## src/rtl/updown_sweep_controller_pkg.sv

```systemverilog
// Shared encodings and constants for the up/down sweep controller and its counter core.
package updown_sweep_controller_pkg;

  localparam logic [2:0] ST_IDLE    = 3'd0;
  localparam logic [2:0] ST_UP      = 3'd1;
  localparam logic [2:0] ST_HOLD_HI = 3'd2;
  localparam logic [2:0] ST_DOWN    = 3'd3;
  localparam logic [2:0] ST_HOLD_LO = 3'd4;

  typedef enum logic [2:0] {
    S_IDLE    = ST_IDLE,
    S_UP      = ST_UP,
    S_HOLD_HI = ST_HOLD_HI,
    S_DOWN    = ST_DOWN,
    S_HOLD_LO = ST_HOLD_LO
  } state_e;

  localparam logic DIR_UP   = 1'b1;
  localparam logic DIR_DOWN = 1'b0;

  localparam int DWELL_MIN = 1;
  localparam int DWELL_MAX = 15;
  localparam int DWELL_W   = 4;

  // Out-of-range dwell requests are pinned to the nearest legal value so the
  // dwell counter can never be loaded with a value it cannot count down from.
  function automatic int dwell_legal(input int d);
    if (d < DWELL_MIN) return DWELL_MIN;
    if (d > DWELL_MAX) return DWELL_MAX;
    return d;
  endfunction

endpackage

```

## src/rtl/updown_sweep_controller_count_core.sv

```systemverilog
// Up/down counter datapath with synchronous load and count enable.
module updown_count_core
  import updown_sweep_controller_pkg::*;
#(
  parameter int WIDTH = 4
) (
  input  logic             clk_i,
  input  logic             rst_i,
  input  logic             en_i,
  input  logic             load_i,
  input  logic             up_down_i,
  input  logic [WIDTH-1:0] load_val_i,
  output logic [WIDTH-1:0] count_o
);

  logic [WIDTH-1:0] count_q;

  always_ff @(posedge clk_i or posedge rst_i) begin
    if (rst_i) begin
      count_q <= '0;
    end else if (load_i) begin
      count_q <= load_val_i;
    end else if (en_i) begin
      if (up_down_i == DIR_UP) count_q <= count_q + WIDTH'(1);
      else                     count_q <= count_q - WIDTH'(1);
    end
  end

  assign count_o = count_q;

endmodule

```

## src/rtl/updown_sweep_controller.sv

```systemverilog
// Control FSM that sweeps a counter between latched bounds with endpoint dwell.
module updown_sweep_controller
  import updown_sweep_controller_pkg::*;
#(
  parameter int WIDTH    = 4,
  parameter int SWEEPS_W = 4,
  parameter int DWELL    = 2
) (
  input  logic                clk,
  input  logic                rst,
  input  logic                start,
  input  logic                abort,
  input  logic [WIDTH-1:0]    lo,
  input  logic [WIDTH-1:0]    hi,
  input  logic [SWEEPS_W-1:0] sweeps,
  output logic [WIDTH-1:0]    count,
  output logic                up_down,
  output logic                busy,
  output logic                done,
  output logic                err,
  output logic [SWEEPS_W-1:0] sweep_cnt
);

  localparam int                  DWELL_C  = dwell_legal(DWELL);
  localparam logic [DWELL_W-1:0]  DWELL_M1 = DWELL_W'(DWELL_C - 1);
  localparam logic [DWELL_W-1:0]  DW_ONE   = DWELL_W'(1);
  localparam logic [SWEEPS_W-1:0] SW_ONE   = SWEEPS_W'(1);

  state_e              state_q;
  logic [WIDTH-1:0]    lo_q;
  logic [WIDTH-1:0]    hi_q;
  logic [SWEEPS_W-1:0] sweeps_q;
  logic [SWEEPS_W-1:0] sweep_cnt_q;
  logic [DWELL_W-1:0]  dwell_q;
  logic                up_down_q;
  logic                busy_q;
  logic                done_q;
  logic                err_q;

  logic                load_d;
  logic                en_d;
  logic                dir_d;
  logic [WIDTH-1:0]    load_val_d;
  logic                start_req;
  logic                start_ok;
  logic                abort_act;
  logic [SWEEPS_W-1:0] sweep_inc;
  logic [WIDTH-1:0]    count_w;

  // Abort only matters once a sequence is running; in IDLE it also masks start.
  assign start_req = start && !abort;
  assign start_ok  = start_req && (lo < hi) && (sweeps != '0);
  assign abort_act = abort && (state_q != S_IDLE);
  assign sweep_inc = sweep_cnt_q + SW_ONE;

  always_comb begin
    load_d     = 1'b0;
    en_d       = 1'b0;
    dir_d      = up_down_q;
    load_val_d = lo_q;
    if (abort_act) begin
      load_d     = 1'b1;
      load_val_d = lo_q;
    end else begin
      case (state_q)
        S_IDLE: begin
          if (start_ok) begin
            load_d     = 1'b1;
            load_val_d = lo;
          end
        end
        S_UP: begin
          if (count_w != hi_q) begin
            en_d  = 1'b1;
            dir_d = DIR_UP;
          end
        end
        S_DOWN: begin
          if (count_w != lo_q) begin
            en_d  = 1'b1;
            dir_d = DIR_DOWN;
          end
        end
        default: ;
      endcase
    end
  end

  updown_count_core #(
    .WIDTH (WIDTH)
  ) u_core (
    .clk_i      (clk),
    .rst_i      (rst),
    .en_i       (en_d),
    .load_i     (load_d),
    .up_down_i  (dir_d),
    .load_val_i (load_val_d),
    .count_o    (count_w)
  );

  always_ff @(posedge clk or posedge rst) begin
    if (rst) begin
      state_q     <= S_IDLE;
      lo_q        <= '0;
      hi_q        <= '0;
      sweeps_q    <= '0;
      sweep_cnt_q <= '0;
      dwell_q     <= '0;
      up_down_q   <= DIR_UP;
      busy_q      <= 1'b0;
      done_q      <= 1'b0;
      err_q       <= 1'b0;
    end else begin
      done_q <= 1'b0;
      err_q  <= 1'b0;
      if (abort_act) begin
        state_q   <= S_IDLE;
        up_down_q <= DIR_UP;
        busy_q    <= 1'b0;
      end else begin
        case (state_q)
          S_IDLE: begin
            if (start_ok) begin
              lo_q        <= lo;
              hi_q        <= hi;
              sweeps_q    <= sweeps;
              sweep_cnt_q <= '0;
              up_down_q   <= DIR_UP;
              busy_q      <= 1'b1;
              state_q     <= S_UP;
            end else if (start_req) begin
              err_q <= 1'b1;
            end
          end
          S_UP: begin
            if (count_w == hi_q) begin
              up_down_q <= DIR_DOWN;
              dwell_q   <= DWELL_M1;
              state_q   <= S_HOLD_HI;
            end
          end
          S_HOLD_HI: begin
            if (dwell_q == '0) state_q <= S_DOWN;
            else               dwell_q <= dwell_q - DW_ONE;
          end
          S_DOWN: begin
            // Arrival at lo closes one full lo->hi->lo sweep.
            if (count_w == lo_q) begin
              sweep_cnt_q <= sweep_inc;
              up_down_q   <= DIR_UP;
              if (sweep_inc == sweeps_q) begin
                busy_q  <= 1'b0;
                done_q  <= 1'b1;
                state_q <= S_IDLE;
              end else begin
                dwell_q <= DWELL_M1;
                state_q <= S_HOLD_LO;
              end
            end
          end
          S_HOLD_LO: begin
            if (dwell_q == '0) state_q <= S_UP;
            else               dwell_q <= dwell_q - DW_ONE;
          end
          default: state_q <= S_IDLE;
        endcase
      end
    end
  end

  assign count     = count_w;
  assign up_down   = up_down_q;
  assign busy      = busy_q;
  assign done      = done_q;
  assign err       = err_q;
  assign sweep_cnt = sweep_cnt_q;

endmodule
```

## config.mk

```make
export PLATFORM = sky130hd
export DESIGN_NAME = updown_sweep_controller
export DESIGN_NICKNAME = d
export VERILOG_FILES = /design/src/rtl/updown_sweep_controller_pkg.sv /design/src/rtl/updown_sweep_controller_count_core.sv /design/src/rtl/updown_sweep_controller.sv
export SDC_FILE = /design/constraint.sdc
export NUM_CORES = 1
export LEC_CHECK = 0
export ABC_CLOCK_PERIOD_IN_PS = 7700
export CAP_MARGIN = 10
export CORE_MARGIN = 2
export CORE_UTILIZATION = 45
export DETAILED_ROUTE_END_ITERATION = 10
export MAX_ROUTING_LAYER = met4
export PLACE_DENSITY = 0.68
export SLEW_MARGIN = 20
export SYNTH_ARGS = -nofsm -noshare
export SYNTH_HDL_FRONTEND = slang
export SYNTH_SLANG_ARGS = --single-unit
```

## constraint.sdc

```tcl
create_clock -name clk -period 7.7 [get_ports clk]
set_input_delay 0.77 -clock clk [delete_from_list [all_inputs] [get_ports clk]]
set_output_delay 0.77 -clock clk [all_outputs]
set_load 0.005 [all_outputs]
```

Word-level counts from Yosys, hierarchy flattened
Cells that the tools add are included.

Flip-flop bits (word level): 31. Latch bits: 0. Bits in writable memories: 0. Bits in read-only memories: 0. Input port bits: 16. Output and inout bits: 12. Word-level logic and storage cells: 108. Memories kept: 0.

Add/subtract/negate cells: 4. Multipliers: 0. Div/mod/pow operators: 0. Order comparisons: 1. Equal/unequal tests: 20. Shifts and indexed selects: 0. Muxes and demuxes: 50. Bitwise gates (word level): 1. Reduce and logical (&&, ||, !) cells: 21.

Operator list (number): $mux 4 (12); $mux 1 (24); $mux 3 (7); $ne 3x3->1 const B (6); $pmux 3 s5 (1); $eq 4x4->1 (3); $pmux 4 s3 (1); $reduce_and 4->1 (3); $ne 2x2->1 const B (5); $reduce_bool 3->1 (3); $add 4x1->4 const B (2); $ne 4x4->1 (2); $pmux 4 s2 (1); $reduce_bool 4->1 (2); $sub 4x1->4 const B (2); $eq 3x2->1 const B (2); $pmux 1 s2 (3); $reduce_and 6->1 (1); $reduce_and 5->1 (1); $logic_and 1x1->1 (4); $logic_not 4->1 (1); $lt 4x4->1 (1); $reduce_bool 2->1 (2); $eq 3x1->1 const B (1); 7 further kinds (7).

Longest topological paths before layout
Depth in word-level cells: 8. Mapped depth: 10.

Hierarchy
Synthesis repeated with hierarchy kept, for this count alone.

Cell total of the unflattened synthesis: 182. Area total of the unflattened synthesis: 1998.2 um2.

Modules (own cells, without submodules): updown_sweep_controller (times used 1, cells each 150, area an instance 1669.1 um2, sequential area each 676.9 um2); updown_count_core (times used 1, cells each 32, area an instance 329.1 um2, sequential area each 100.1 um2).

Least setup slack after synthesis
Ideal clock, no wire load.

Path kind: input port to flip-flop. From: in abort. To: reg u_core.count_q[3], in the netlist u_core.count_o[3]. Setup time: 0.101 ns. Arrival time: 2.542 ns. Required time: 7.599 ns. Path slack: 5.058 ns. Cell stages on the path: 9. Buffers on the path: 0. Cell sequence: nor4b_1 o41ai_2 o2bb2ai_1 ha_1 a21o_1 a21oi_1 xnor2_1 xnor2_1 o32ai_1.

Cells in the longest elaborated chain, start to end: 8.

RTL lines: start, declared (RTL line updown_sweep_controller.sv:12) `input logic abort,`; $logic_not 1->1 (RTL line updown_sweep_controller.sv:51) `assign start_req = start && !abort;`; $logic_and 1x1->1 (RTL line updown_sweep_controller.sv:51); $logic_and 1x1->1 (2 in series) (RTL line updown_sweep_controller.sv:52) `assign start_ok = start_req && (lo < hi) && (sweeps != '0);`; $mux 4 or $mux 1 (tied branches) (2 in series); $mux 4 or $mux 1 (tied branches) (RTL line updown_sweep_controller.sv:61) `if (abort_act) begin`; $mux 4 or $reduce_bool 2->1 (tied branches); end signal, assigned (RTL line updown_sweep_controller_count_core.sv:22) `count_q <= load_val_i;`; end signal, assigned (RTL line updown_sweep_controller_count_core.sv:24) `if (up_down_i == DIR_UP) count_q <= count_q + WIDTH'(1);`; end signal, assigned (RTL line updown_sweep_controller_count_core.sv:25) `else count_q <= count_q - WIDTH'(1);`; end, declared (RTL line updown_sweep_controller_count_core.sv:16) `logic [WIDTH-1:0] count_q;`.

Parallel ways exist; a longest one is shown, timed or not. The select of a mux whose other input is x is not followed. A chain may end at the register's enable or synchronous reset.

Final worst setup path
Same ends and word-level chain as after synthesis.

==> impl_summary.md <==
Global routing
After global routing the overflow that remains totals 0. The wire length of the first global-routing pass is about 7 mm. Entering global routing, the biggest net connects 32 pins. The via count of the first global-routing pass was 1,447. In the global route stage, overall resource usage came out at around a fifth. The initial antenna violation count came to 0.

CTS
For the worst-skew pair, the clock arrives at the later sink with an insertion delay of around 0.28 ns. The clock passes through at most 2 buffers. After clock tree synthesis, the clock-pin slew on the worst setup and hold paths is 0.06 ns. The number of setup buffers added after CTS is 0.

The hold buffer count at CTS is 0. The tree built by TritonCTS fans out to 31 sinks. The CTS tree is built. The H-tree generated during clock tree synthesis spans 2 levels. After clock tree synthesis, the repair step resized 0 gates.

The buffer cell driving the clock tree root is clkbuf_8. The number of CTS-inserted buffers is 5.

Final layout
After filler insertion, the fill cell instance count of the layout stands at just under 400. For this run, the number of standard cells in the final layout without fillers is between 200 and 300. 0 antenna diodes ended up in the layout. The fraction of final layout cells sized beyond drive strength 1 is between 10% and 20%. The area overhead of the layout relative to synthesis is 21.0%. The post-layout net count is approximately 240. In the layout the commonest cells are 30 x dfrtp_1, 27 x clkdlybuf4s50_1, 16 x nor2_1, 15 x inv_1, 12 x xor2_1. Leaving out fill and tap cells, the most frequent cell in the layout is dfrtp_1.

Placement
The pre-CTS setup slack is 4.23 ns. The routability congestion estimate from global placement is around 0.80. Buffers placed on the I/O ports in this run total 27. The estimated wirelength of the detail-placed design is 3.01 mm. Once placement completed, the tool counted placed cells totaling 265.

Timing
The final worst slack is 4.50 ns. Setup repair after global routing left no endpoint under its margin. Clock skew on the completed layout was measured at slightly below 0.006 ns. Based on the critical path, the design can be clocked at up to roughly 310 MHz. The worst slack on hold paths is a little over 0.5 ns. The final hold violation count is 0. The final cycle utilization of the critical path is a little over two fifths. The time the worst path needs with I/O delays and setup is approximately 3.2 ns. The post-route setup TNS is 0 ns. In this run the tightest slew margin relative to its limit is around two fifths.

The count of pins over their slew limit is 0. Setup violations remaining at the end of the flow were counted as 0. At the pin with the least slew margin, the transition time is roughly 0.92 ns.

Worst setup path
The kind of start point of the critical path is an input pin. The delay of the slowest cell on the worst path is roughly 0.55 ns. The classification of the worst setup path is input pin to flop. The maximum fanout along the worst path is 8.

The worst path buffer plus inverter count is 1. The required time at the worst-slack endpoint is between 7 and 8 ns. The kind of end point of the critical path is a flop. Grouping stages by cell kind, the critical path spends the most delay in compound AO/OA/AOI/OAI gates. The critical path arrival is roughly 3.4 ns. The signal on the critical path passes through clkdlybuf4s50_1, nor4b_1, o41ai_2, o2bb2ai_1, ha_1, a21o_1, a21oi_1, xnor2_1, xnor2_1, o32ai_1.

The critical-path cell with the highest stage delay is clkdlybuf4s50_1. In this design, the critical path's most frequently occurring cell is xnor2_1. The critical path runs through a total of 10 cells. Counting cells, the worst reg-to-reg path comes to 9.

Floorplanning
The count of standard-cell rows is 24. The floorplan die area is about 0.0049 sq mm. The floorplan step set the die width to about 70 um. The height of the die is 70.3 um. Once the floorplan was initialized, standard cells occupied a little under half of the core. The number of top-level design ports is 28. In this run the standard cell core region covers 0.00429 sq mm.

Power and ir drop
The fraction of power consumed by the clock network is between 10% and 20%. The overall power after layout is roughly 0.94 mW. The sequential share of power is 33.6%. Net switching is about two fifths of the power. Across the VDD grid, the largest voltage drop is approximately 0.16 mV. The combinational power share is 51.3%. The analysis attributes to net switching a power of between 0.3 and 0.4 mW. The internal power of the cells totals around 0.56 mW.

The leakage power summed over all cells is around 1.0 nW. Power spread over the standard cell area amounts to 394 mW/mm^2.

Synth
Of all flip-flops after synthesis, the portion carrying an async set or reset was 100%. Sequential cells were found to cover between 30 and 40% of the synthesized design area. Counting flops and latches in the post-synthesis netlist gives 31.

The number of cells produced by synthesis is approximately 190. The post-synthesis average cell area is 10.4 sq um. Yosys mapped a number of flops with a built-in enable equal to 0.

The post-synthesis instance area is 0.00198 sq mm. The count of yosys warnings during synthesis is 0. Among all flip-flop cells after synthesis, the most frequent one is dfrtp_1. The netlist uses 54 different library cells. The net count after synthesis is about 220.

Status
The flow ran to the end, and the final reports show no timing, DRC or antenna violations.

Route
In the routed layout, each cell is associated on average with a via count of roughly 5.5. The DRC marker count from the first detailed-route iteration is 110. The total via count in the routed design is around 1,500.

After detailed routing, the number of remaining DRC violations is 0. The final wirelength is between 4 and 5 mm. Dividing the detail-routed wire length by the instance count gives around 15 um. The detailed-router iteration count before antenna repair is 4. The post-detailed-route count of antenna-violating nets is 0.

Hold path
The path class of the tightest hold or removal check is flop to flop. Along the worst hold path, the cell count comes to 1.

Job
Across the run, the number of max-cap violations was 0.
cells by family (layout without fill, tap and decap cells):
| logic type | count (synthesis) | in the layout | share of synthesized area, % |
|---|---|---|---|
| buffers and inverters | 21 | 51 | 4.17 |
| adder cells (fa/ha/maj) | 8 | 8 | 5.43 |
| flip-flops | 31 | 31 | 39.2 |
| AO/OA/AOI/OAI | 45 | 45 | 18.8 |
| multiplexers | 14 | 14 | 8.34 |
| AND/OR/NAND/NOR | 52 | 52 | 15.2 |
| XOR/XNOR | 20 | 20 | 8.84 |
through the flow:
stage,cell area (sq um),utilization [%]
floorplan,1980,-
global route,2400,55.8
global placement,2300,53.5
finish,2400,55.8
CTS,2400,55.8
detailed placement,2300,53.5
synth_stat cells (all sizes together), types with 5 or more instances:
| master | number | area share [%] |
|---|---|---|
| a21oi | 9 | 2.3 |
| mux2 | 14 | 8.3 |
| ha | 7 | 4.4 |
| nor2 | 16 | 3.0 |
| xor2 | 12 | 5.3 |
| inv | 15 | 2.8 |
| dfrtp | 30 | 38 |
| nor2b | 5 | 1.6 |
| xnor2 | 8 | 3.5 |
| o21ai | 8 | 2.0 |
| nand2b | 7 | 2.3 |
power groups by stage:
stage	sequential [mW]	combinational (mW)	clock, mW
finish	0.317	0.484	0.143
global route	0.329	0.546	0.153
CTS	0.316	0.490	0.147
detailed placement	0.319	0.489	0
global placement	0.320	0.479	0
floorplan	0.288	0.392	0
flip-flops by register name, summed over array words and instances, names as in the netlist:
name	flops
u_core.count_o	4
sweep_cnt	4
busy	1
up_down	1
sweeps_q	4
state_q	3
lo_q	4
err	1
dwell_q	4
hi_q	4
done	1
final cells by class:
| type | count | area (sq um) | share of cell area, % |
|---|---|---|---|
| Inverter | 15 | 56.3 | 2.35 |
| Multi-Input combinational cell | 139 | 1120 | 46.8 |
| Sequential cell | 31 | 777 | 32.4 |
| Clock buffer | 8 | 100 | 4.18 |
| Tap cell | 52 | 65.1 | 2.71 |
| Timing Repair Buffer | 28 | 278 | 11.6 |
metal layers:
metal | GRT usage [%] | wire length, um | up-vias
met2 | 26.9 | 1830 | 27
met4 | 6.62 | 70 | 0
li1 | - | - | 746
met3 | 4.18 | 147 | 7
met1 | 26.1 | 2050 | 718
met5 | - | 0 | -
path summary, 6_finish.rpt:
kind                                        start  slack, ns                            end
max                                         abort       4.50  u_core.count_o[3]$_DFFE_PP0P_
min                        dwell_q[0]$_DFFE_PP0P_       0.51         dwell_q[0]$_DFFE_PP0P_
max reg2reg                state_q[2]$_DFFE_PP0P_       4.95  u_core.count_o[3]$_DFFE_PP0P_
min reg2reg                dwell_q[0]$_DFFE_PP0P_       0.51         dwell_q[0]$_DFFE_PP0P_
max in group asynchronous                     rst       6.49            up_down$_DFFE_PP1P_
min in group asynchronous                     rst       0.88        sweeps_q[2]$_DFFE_PP0P_
worst register-to-register path, cell delays in order, from the launching register on:
cell,delay (ns)
dfrtp_1,0.54
nor4b_1,0.56
o41ai_2,0.22
o2bb2ai_1,0.24
ha_1,0.31
a21o_1,0.18
a21oi_1,0.16
xnor2_1,0.15
xnor2_1,0.10
o32ai_1,0.21
(Power assumes the default switching activity.)
